--- config.mk ---
export PLATFORM = sky130hd
export DESIGN_NAME = speed_uart_tx
export DESIGN_NICKNAME = d
export VERILOG_FILES = /design/src/rtl/speed_pkg.sv /design/src/rtl/bin2bcd_seq.sv /design/src/rtl/speed_uart_tx.sv
export SDC_FILE = /design/constraint.sdc
export NUM_CORES = 1
export LEC_CHECK = 0
export ABC_AREA = 1
export CELL_PAD_IN_SITES_DETAIL_PLACEMENT = 1
export CELL_PAD_IN_SITES_GLOBAL_PLACEMENT = 1
export CORE_MARGIN = 1.5
export CORE_UTILIZATION = 49
export CTS_CLUSTER_SIZE = 30
export DETAILED_ROUTE_END_ITERATION = 6
export PLACE_DENSITY = 0.95
export RECOVER_POWER = 100
export SYNTH_ARGS = -nofsm -noshare
export SYNTH_HDL_FRONTEND = slang
export SYNTH_HIERARCHICAL = 1
export SYNTH_SLANG_ARGS = --single-unit
--- constraint.sdc ---
create_clock -name clk -period 6.3 [get_ports clk]
set_clock_uncertainty 0.05 [all_clocks]
set_input_delay 0.63 -clock clk [delete_from_list [all_inputs] [get_ports clk]]
set_output_delay 0.63 -clock clk [all_outputs]
set_load 0.1 [all_outputs]
--- src/rtl/speed_pkg.sv ---
// Shared constants, FSM encoding and bit-timing helper for the speed report transmitter.
package speed_pkg;

    localparam logic [7:0] ASCII_0     = 8'h30;
    localparam logic [7:0] ASCII_COMMA = 8'h2C;
    localparam logic [7:0] ASCII_CR    = 8'h0D;
    localparam logic [7:0] ASCII_LF    = 8'h0A;

    localparam int RECORD_LEN = 9;
    localparam int NUM_DIGITS = 5;
    localparam int BCD_W      = 4 * NUM_DIGITS;

    typedef enum logic [2:0] {
        ST_IDLE  = 3'd0,
        ST_CONV  = 3'd1,
        ST_START = 3'd2,
        ST_DATA  = 3'd3,
        ST_STOP  = 3'd4
    } tx_state_t;

    function automatic int calc_clks_per_bit(input int sys_freq, input int baud);
        return sys_freq / baud;
    endfunction

endpackage

--- src/rtl/bin2bcd_seq.sv ---
// Sequential double-dabble converter: one input bit per cycle, five BCD digits out.
module bin2bcd_seq
    import speed_pkg::*;
#(
    parameter int WIDTH = 14
) (
    input  logic             clk,
    input  logic             reset,
    input  logic             start,
    input  logic [WIDTH-1:0] bin,
    output logic             done,
    output logic [3:0]       d4,
    output logic [3:0]       d3,
    output logic [3:0]       d2,
    output logic [3:0]       d1,
    output logic [3:0]       d0
);

    localparam int SR_W  = BCD_W + WIDTH;
    localparam int CNT_W = $clog2(WIDTH + 1);
    localparam logic [CNT_W-1:0] CNT_INIT = CNT_W'(WIDTH);

    logic [SR_W-1:0]  sr;
    logic [SR_W-1:0]  sr_adj;
    logic [CNT_W-1:0] cnt;

    // NOTE: combinational blocks assign a default first so no path leaves a latch.
    always_comb begin
        sr_adj = sr;
        for (int n = 0; n < NUM_DIGITS; n++) begin
            if (sr[WIDTH + 4*n +: 4] >= 4'd5)
                sr_adj[WIDTH + 4*n +: 4] = sr[WIDTH + 4*n +: 4] + 4'd3;
        end
    end

    // NOTE: sequential state uses non-blocking assignments so all flops update together.
    always_ff @(posedge clk or posedge reset) begin
        if (reset) begin
            sr   <= '0;
            cnt  <= '0;
            done <= 1'b0;
        end else begin
            done <= 1'b0;
            if (start) begin
                sr  <= {{BCD_W{1'b0}}, bin};
                cnt <= CNT_INIT;
            end else if (cnt != '0) begin
                sr   <= {sr_adj[SR_W-2:0], 1'b0};
                cnt  <= cnt - CNT_W'(1);
                done <= (cnt == CNT_W'(1));
            end
        end
    end

    assign d0 = sr[WIDTH      +: 4];
    assign d1 = sr[WIDTH + 4  +: 4];
    assign d2 = sr[WIDTH + 8  +: 4];
    assign d3 = sr[WIDTH + 12 +: 4];
    assign d4 = sr[WIDTH + 16 +: 4];

endmodule

--- src/rtl/speed_uart_tx.sv ---
// Sends one ASCII record "ddddd,n\r\n" per measurement over an 8N1 UART line,
// with a one-deep pending buffer for results arriving mid-record.
module speed_uart_tx
    import speed_pkg::*;
#(
    parameter int WIDTH_SPEED = 14,
    parameter int SYS_FREQ    = 50000000,
    parameter int BAUD        = 9600
) (
    input  logic                   clk,
    input  logic                   reset,
    input  logic                   done,
    input  logic [WIDTH_SPEED-1:0] speed,
    input  logic [1:0]             num_veh,
    output logic                   tx,
    output logic                   busy,
    output logic                   drop
);

    localparam int CLKS_PER_BIT = calc_clks_per_bit(SYS_FREQ, BAUD);
    localparam int BAUD_W       = (CLKS_PER_BIT > 1) ? $clog2(CLKS_PER_BIT) : 1;
    localparam logic [BAUD_W-1:0] BAUD_LAST = BAUD_W'(CLKS_PER_BIT - 1);
    localparam logic [3:0]        LAST_BYTE = 4'(RECORD_LEN - 1);

    tx_state_t state, state_next;

    logic [BAUD_W-1:0]      baud_cnt;
    logic [2:0]             bit_idx;
    logic [3:0]             byte_idx;
    logic [1:0]             act_nveh;
    logic                   pend_valid;
    logic [WIDTH_SPEED-1:0] pend_speed;
    logic [1:0]             pend_nveh;

    logic                   bit_end;
    logic                   record_end;
    logic                   load_active;
    logic                   direct_capture;
    logic                   pend_write;
    logic [WIDTH_SPEED-1:0] conv_bin;
    logic [1:0]             load_nveh;
    logic                   bcd_done;
    logic [3:0]             d4, d3, d2, d1, d0;
    logic [7:0]             cur_byte;

    bin2bcd_seq #(.WIDTH(WIDTH_SPEED)) u_bcd (
        .clk   (clk),
        .reset (reset),
        .start (load_active),
        .bin   (conv_bin),
        .done  (bcd_done),
        .d4    (d4),
        .d3    (d3),
        .d2    (d2),
        .d1    (d1),
        .d0    (d0)
    );

    // A record starts from a fresh done in IDLE, or from the pending buffer,
    // which always wins so the older result is sent first.
    assign bit_end        = (baud_cnt == BAUD_LAST);
    assign record_end     = (state == ST_STOP) && bit_end && (byte_idx == LAST_BYTE);
    assign load_active    = ((state == ST_IDLE) && (pend_valid || done)) || (record_end && pend_valid);
    assign direct_capture = (state == ST_IDLE) && !pend_valid && done;
    assign pend_write     = done && !direct_capture;
    assign conv_bin       = pend_valid ? pend_speed : speed;
    assign load_nveh      = pend_valid ? pend_nveh : num_veh;

    always_ff @(posedge clk or posedge reset) begin
        if (reset) state <= ST_IDLE;
        else       state <= state_next;
    end

    always_comb begin
        state_next = state;
        case (state)
            ST_IDLE:  if (pend_valid || done) state_next = ST_CONV;
            ST_CONV:  if (bcd_done) state_next = ST_START;
            ST_START: if (bit_end) state_next = ST_DATA;
            ST_DATA:  if (bit_end && (bit_idx == 3'd7)) state_next = ST_STOP;
            ST_STOP: begin
                if (bit_end) begin
                    if (byte_idx == LAST_BYTE) state_next = pend_valid ? ST_CONV : ST_IDLE;
                    else                       state_next = ST_START;
                end
            end
            default:  state_next = ST_IDLE;
        endcase
    end

    always_comb begin
        tx   = 1'b1;
        busy = (state != ST_IDLE) || pend_valid;
        case (state)
            ST_START: tx = 1'b0;
            ST_DATA:  tx = cur_byte[bit_idx];
            default:  tx = 1'b1;
        endcase
    end

    always_comb begin
        cur_byte = ASCII_LF;
        case (byte_idx)
            4'd0:    cur_byte = ASCII_0 + {4'd0, d4};
            4'd1:    cur_byte = ASCII_0 + {4'd0, d3};
            4'd2:    cur_byte = ASCII_0 + {4'd0, d2};
            4'd3:    cur_byte = ASCII_0 + {4'd0, d1};
            4'd4:    cur_byte = ASCII_0 + {4'd0, d0};
            4'd5:    cur_byte = ASCII_COMMA;
            4'd6:    cur_byte = ASCII_0 + {6'd0, act_nveh};
            4'd7:    cur_byte = ASCII_CR;
            default: cur_byte = ASCII_LF;
        endcase
    end

    always_ff @(posedge clk or posedge reset) begin
        if (reset) begin
            baud_cnt   <= '0;
            bit_idx    <= '0;
            byte_idx   <= '0;
            act_nveh   <= '0;
            pend_valid <= 1'b0;
            pend_speed <= '0;
            pend_nveh  <= '0;
            drop       <= 1'b0;
        end else begin
            drop <= pend_write && pend_valid && !load_active;

            if (pend_write) begin
                pend_valid <= 1'b1;
                pend_speed <= speed;
                pend_nveh  <= num_veh;
            end else if (load_active) begin
                pend_valid <= 1'b0;
            end

            if (load_active) act_nveh <= load_nveh;

            if (state inside {ST_START, ST_DATA, ST_STOP})
                baud_cnt <= bit_end ? '0 : baud_cnt + BAUD_W'(1);
            else
                baud_cnt <= '0;

            if ((state == ST_DATA) && bit_end) bit_idx <= bit_idx + 3'd1;

            if (state == ST_CONV)
                byte_idx <= '0;
            else if ((state == ST_STOP) && bit_end)
                byte_idx <= byte_idx + 4'd1;
        end
    end

endmodule

After elaboration in Yosys (flattened, before gate mapping)
Index checks and enable logic that the tools add are counted.
{ "word_totals": {"register_bits": 82, "latch_bits": 0, "mem_bits_rw": 0, "rom_bits": 0, "inputBits": 19, "output_inout_bits": 3, "wordCells": 110, "memories": 0} }
{ "classes": {"n_addsub": 15, "multipliers": 0, "div_mod_pow": 0, "magnitude_cmp": 6, "n_eq_ne": 20, "shift": 0, "mux": 31, "bitwise_logic": 0, "n_reduce_logical": 26} }
{ "op_table": {"columns": ["operator", "count"], "rows": [
  ["two-way mux 34 bit", 2],
  ["case mux 7 bit (8 select lines)", 1],
  ["adder 6 x 4 -> 7 bit (first input constant)", 5],
  ["two-way mux 4 bit", 8],
  ["two-way mux 13 bit", 2],
  ["greater-or-equal comparator 4 x 3 -> 1 bit (second input constant)", 5],
  ["two-way mux 3 bit", 6],
  ["adder 4 x 2 -> 4 bit (second input constant)", 4],
  ["== test 4 x 3 -> 1 bit (second input constant)", 4],
  ["case mux 3 bit (5 select lines)", 1],
  ["two-way mux 14 bit", 1],
  ["adder 13 x 1 -> 13 bit (second input constant)", 1],
  ["== test 13 bit (second input constant)", 1],
  ["logical AND 1 bit", 11],
  ["== test 4 x 1 -> 1 bit (second input constant)", 2],
  ["== test 4 x 2 -> 1 bit (second input constant)", 2],
  ["adder 6 x 2 -> 7 bit (first input constant)", 1],
  ["== test 3 x 2 -> 1 bit (second input constant)", 2],
  ["== test 3 bit (second input constant)", 2],
  ["two-way mux 1 bit", 6],
  ["inequality test 2 bit (second input constant)", 3],
  ["nonzero test 2 bit", 3],
  ["nonzero test 3 bit", 2],
  ["AND reduction 5 bit", 1],
  ["other kinds (16)", 22]
]} }

Logic depth before layout (Yosys ltp)
{ "logic_depth": {"ltp_word": 7, "ltp_mapped": 16, "mapped_depth_nobuf": 13} }

Hierarchy
The synthesis kept the hierarchy.
{ "modules_own_cells": {"columns": ["mod", "instances", "cells_each", "area_each_um2", "seq_area_each_um2"], "rows": [
  ["speed_uart_tx", 1, 353, 2657.5, 1076.0],
  ["bin2bcd_seq", 1, 324, 2392.3, 975.9]
]} }

Worst setup path after synthesis
Ideal clock, no wire load.
{ "synth_timing": {"path_type": "flip-flop to output port", "startpoint": "register byte_idx[0]", "endpoint": "output port tx", "arrival_time_ps": 2294, "t_required_ps": 5620, "setup_slack_ps": 3326, "stages_incl_launch_ff": 13, "n_path_buf": 1, "path_cell_list": "dfrtp_1 > inv_1 > ha_1 > buf_4 > o21ai_0 > nand2_1 > inv_1 > nand2_1 > nand3_2 > nand2_1 > nand2_1 > nand3_2 > a21oi_2"} }
{ "synth_between": {"elab_chain_cells": 5, "word_cells_on_any_way": 12, "classes_between": "eq/ne (7); mux (4); reduce/logical (1)"} }
{ "synth_rtl": {"columns": ["item", "line_no", "source"], "rows": [
  ["start: declaration", "speed_uart_tx.sv:29", "logic [3:0] byte_idx;"],
  ["start signal: assignment", "speed_uart_tx.sv:149", "byte_idx <= byte_idx + 4'd1;"],
  ["== test 4 x 3 -> 1 bit (tied with other cells)", "speed_uart_tx.sv:103", "case (byte_idx)"],
  ["case mux 7 bit (8 select lines) (*)", "speed_uart_tx.sv:103", null],
  ["binary-select mux 1 bit (select 3 bit) (*)", "speed_uart_tx.sv:96", "ST_DATA: tx = cur_byte[bit_idx];"],
  ["two-way mux 1 bit (not written as such) (*)", "speed_uart_tx.sv:96", null],
  ["case mux 1 bit (2 select lines) (*)", "speed_uart_tx.sv:94", "case (state)"],
  ["end: declaration", "speed_uart_tx.sv:15", "output logic tx,"]
]} }
Mark *: on every way between the ends. The rest lies on a longest branch, timed or not. The select of a mux whose other input is x is not followed.

Worst setup path in the final report
{ "layout_timing": {"startpoint": "register pend_valid", "endpoint": "register u_bcd.sr[17]"} }
{ "layout_between": {"elab_chain_cells": 4, "word_cells_on_any_way": 6, "classes_between": "mux (1); reduce/logical (5)"} }
{ "layout_rtl": {"columns": ["item", "line_no", "source"], "rows": [
  ["start: declaration", "speed_uart_tx.sv:31", "logic pend_valid;"],
  ["start signal: assignment", "speed_uart_tx.sv:122", "pend_valid <= 1'b0;"],
  ["start signal: assignment", "speed_uart_tx.sv:130", "pend_valid <= 1'b1;"],
  ["start signal: assignment", "speed_uart_tx.sv:134", "pend_valid <= 1'b0;"],
  ["logical OR 1 bit", "speed_uart_tx.sv:63", "assign load_active = ((state == ST_IDLE) && (pend_valid || done)) || (record_end && pend_valid);"],
  ["logical AND 1 bit", "speed_uart_tx.sv:63", null],
  ["logical OR 1 bit (*)", "speed_uart_tx.sv:63", null],
  ["named net load_active", "speed_uart_tx.sv:37", "logic load_active;"],
  ["two-way mux 34 bit or nonzero test 2 bit (tied branches)", null, null],
  ["end signal: assignment", "bin2bcd_seq.sv:45", "sr <= {{BCD_W{1'b0}}, bin};"],
  ["end signal: assignment", "bin2bcd_seq.sv:48", "sr <= {sr_adj[SR_W-2:0], 1'b0};"],
  ["end: declaration", "bin2bcd_seq.sv:23", "logic [SR_W-1:0] sr;"]
]} }
The timed path passes the listed nets; every way through them passes the cells marked *.
A chain may end at the register's enable or synchronous reset.

==> flow_summary_export.csv <==
group,metric,value,unit
critical_path,worstSetupEndpointType,"flip-flop",
placement,dp.cells,796,
cells_and_area,nNetsFinal,712,
floorplan,initial_utilization,51.2,%
synthesis,synth_area_leaders,"dfrtp_1 41%, nand2_1 16%, nand3_1 6.3%",
synthesis,synthesis.area,0.00505,mm2
routing,num_vias,4507,
cells_and_area,diodes,0,
routing,drc,0,
synthesis,async_flop_share,100,%
status,outcome,"finished with violations",
global_route,grt_usage,27.5,%
worst_hold_path,hold_path_class,"flip-flop to flip-flop",
synthesis,muxShareOfSynthArea,0.446,%
global_route,antenna_found_initial,0,
critical_path,crit_arrival,4.57,ns
floorplan,ios,22,
critical_path,critical_path_required,6.45,ns
cells_and_area,drive_gt1_share,5.60,%
synthesis,synth-xor-area-share,1.04,%
cells_and_area,fill_cells,1230,
job,cap_violations,4,
placement,gp_congestion,0.790,
global_route,grt_max_degree,40,
synthesis,synthSimpleGateAreaFrac,32.1,%
floorplan,chipHeight,105,um
critical_path,startpoint_type,"flip-flop",
placement,pre_cts_slack,2.72,ns
synthesis,ys_seq_area_share,40.6,%
power_and_ir_drop,peakVddDrop,0.000151,V
timing,max_freq,0.226,GHz
timing,setup-tns-final,0,ns
routing,wire_per_inst,17.4,um
placement,io_buffers,21,
synthesis,synth_compound_area_share,8.80,%
synthesis,syn_inst,677,
status,violations,"max-capacitance violations, max-slew violations",
clocking,cts_setup_buffers,0,
timing,fin_ws,1.88,ns
synthesis,syn_nets,715,
timing,worstMarginPinSlew,2.22,ns
critical_path,critical_path_class,"flip-flop to flip-flop",
timing,slew_headroom,-47.7,%
routing,firstDrtPassIters,5,
timing,fin_crit,4.42,ns
routing,routed_via_density,5.55,
power_and_ir_drop,power_leakage,2.66,nW
cells_and_area,area_growth,4.46,%
global_route,grt_pass1_vias,4901,
clocking,cts_made_buffers,9,
synthesis,synthAdderAreaFrac,4.71,%
cells_and_area,stdcell_count,812,
clocking,clk_latency,0.37,ns
clocking,post_cts_resized,0,
floorplan,die_w,105,um
floorplan,core_area,0.00986,mm2
timing,hold_viol_final,0,
synthesis,synth_top_cell_by_area,"dfrtp_1",
clocking,postCtsHoldBufs,0,
timing,finalSetupViolCount,0,
timing,rsz0062_at_grt,"no",
clocking,clk_pin_slew,0.10,ns
synthesis,ys_warn_count,6,
critical_path,ff2ff_setup_slack,1.88,ns
synthesis,yosysUniqueCellTypes,41,
timing,final_max_slew_viol_count,105,
cells_and_area,seq_area,0.00205,mm2
synthesis,synth_top_family_by_area,"simple AND/OR/NAND/NOR gates",
floorplan,fp-row-count,36,
synthesis,synth-edff-count,0,
floorplan,dieArea,0.0109,mm2
critical_path,crit_fanout,32,
routing,drt-total-wl,14200,um
power_and_ir_drop,power,0.972,mW
global_route,grt_pass1_wl,24100,um
global_route,grt_overflow,0,
synthesis,synth_top_area_share,40.6,%
clocking,h-tree-depth,3,
timing,post-route-period-util,70.1,%
cells_and_area,multi_input_comb_area,0.00231,mm2
synthesis,syn_area_per_cell,7.46,um2
routing,drtAntennaViolNets,0,
clocking,cts_sinks,82,
clocking,cts_root_buf,"clkbuf_8",
routing,drt_iter0_drc,266,
clocking,tritoncts,"yes",
placement,hpwlAfterDp,9880,um
timing,whs,0.438,ns
power_and_ir_drop,p_per_area,184,mW/mm2
synthesis,ys_ff_latch,82,
clocking,cts_buffer_depth,2,
synthesis,synthFlopType,"dfrtp_1",
-- Yosys cell counts (7+ instances only) --
cell / instances
nor3_1: 7
a21oi_1: 11
nor2_1: 46
nand3_1: 64
nand2_1: 211
inv_1: 85
ha_1: 19
buf_4: 22
buf_6: 7
o21ai_0: 52
nand4_1: 10
dfrtp_1: 82
-- state kept, by name (all words and copies together) (netlist names) --
register and cells:
act_nveh 2, baud_cnt 13, bit_idx 3, byte_idx 4, drop 1, pend_nveh 2
pend_speed 14, pend_valid 1, state 3, u_bcd/cnt 4, u_bcd/done 1, u_bcd/sr 34
-- routing by layer --
layer | routed length [um] | share of wire (%) | track usage [%] | up-vias
met2 | 7370 | 52 | 49.9 | 114
met3 | 486 | 3.4 | 5.01 | 36
met5 | 0 | 0 | 0 | -
li1 | - | - | - | 2119
met1 | 5940 | 42 | 31.8 | 2238
met4 | 365 | 2.6 | 10.5 | 0
-- worst max-delay path, cell delays in order (launching register included) --
cell	delay, ns
dfrtp_1	0.96
inv_1	0.31
nor2_1	0.26
nand2_2	0.09
o21ai_4	0.52
inv_1	0.34
nand2_1	0.35
clkinvlp_2	0.91
nand2_1	0.27
o21ai_0	0.18
-- cell usage in the layout, fill, tap and decap left out, types with 11 or more instances in the layout --
| cell | instances |
|---|---|
| inv_1 | 86 |
| dfrtp_1 | 82 |
| o21ai_0 | 55 |
| nand2_1 | 214 |
| nor2_1 | 49 |
| clkdlybuf4s50_1 | 17 |
| a21oi_1 | 11 |
| nand3_1 | 64 |
| ha_1 | 19 |
-- worst paths after layout --
check,from,endpoint,cells past startpoint
setup / recovery,pend_valid,u_bcd/sr[17],9
hold / removal,baud_cnt[0],baud_cnt[0],1
setup reg to reg,pend_valid,u_bcd/sr[17],9
hold reg to reg,baud_cnt[0],baud_cnt[0],1
max in group asynchronous,reset,byte_idx[2],3
min in group asynchronous,reset,byte_idx[0],2
-- kinds of logic (layout without fill, tap and decap cells) --
logic type | count (synthesis) | in the layout
flops | 82 | 82
buf+inv | 127 | 129
xor+xnor | 6 | 6
simple gates | 361 | 361
fa+ha+maj | 19 | 19
mux | 2 | 2
compound gates | 80 | 80
-- through the flow --
stage / instance area (um2) / utilization (%)
after floorplan: 5050 / -
after global placement: 5160 / 52.3
after detailed placement: 5160 / 52.3
after CTS: 5350 / 54.2
after global routing: 5280 / 53.5
final: 5280 / 53.5
-- power by group --
part / switching, mW / internal (mW) / total [mW] / leakage (nW)
combinational: 0.0313 / 0.0184 / 0.0496 / 1.53
clock: 0.222 / 0.159 / 0.381 / 0.0972
sequential: 0.00572 / 0.535 / 0.541 / 1.04
total: 0.259 / 0.712 / 0.972 / 2.66
-- cell type report --
cell class	instances	share of cell area, %
multi-input cells	468	43.9
flip-flops and latches	82	38.9
inverters	90	6.43
repair buffers	23	4.13
well taps	133	3.15
clock buffers	10	2.61
clock inverters	6	0.925
Power figures use the tool's default switching activity.
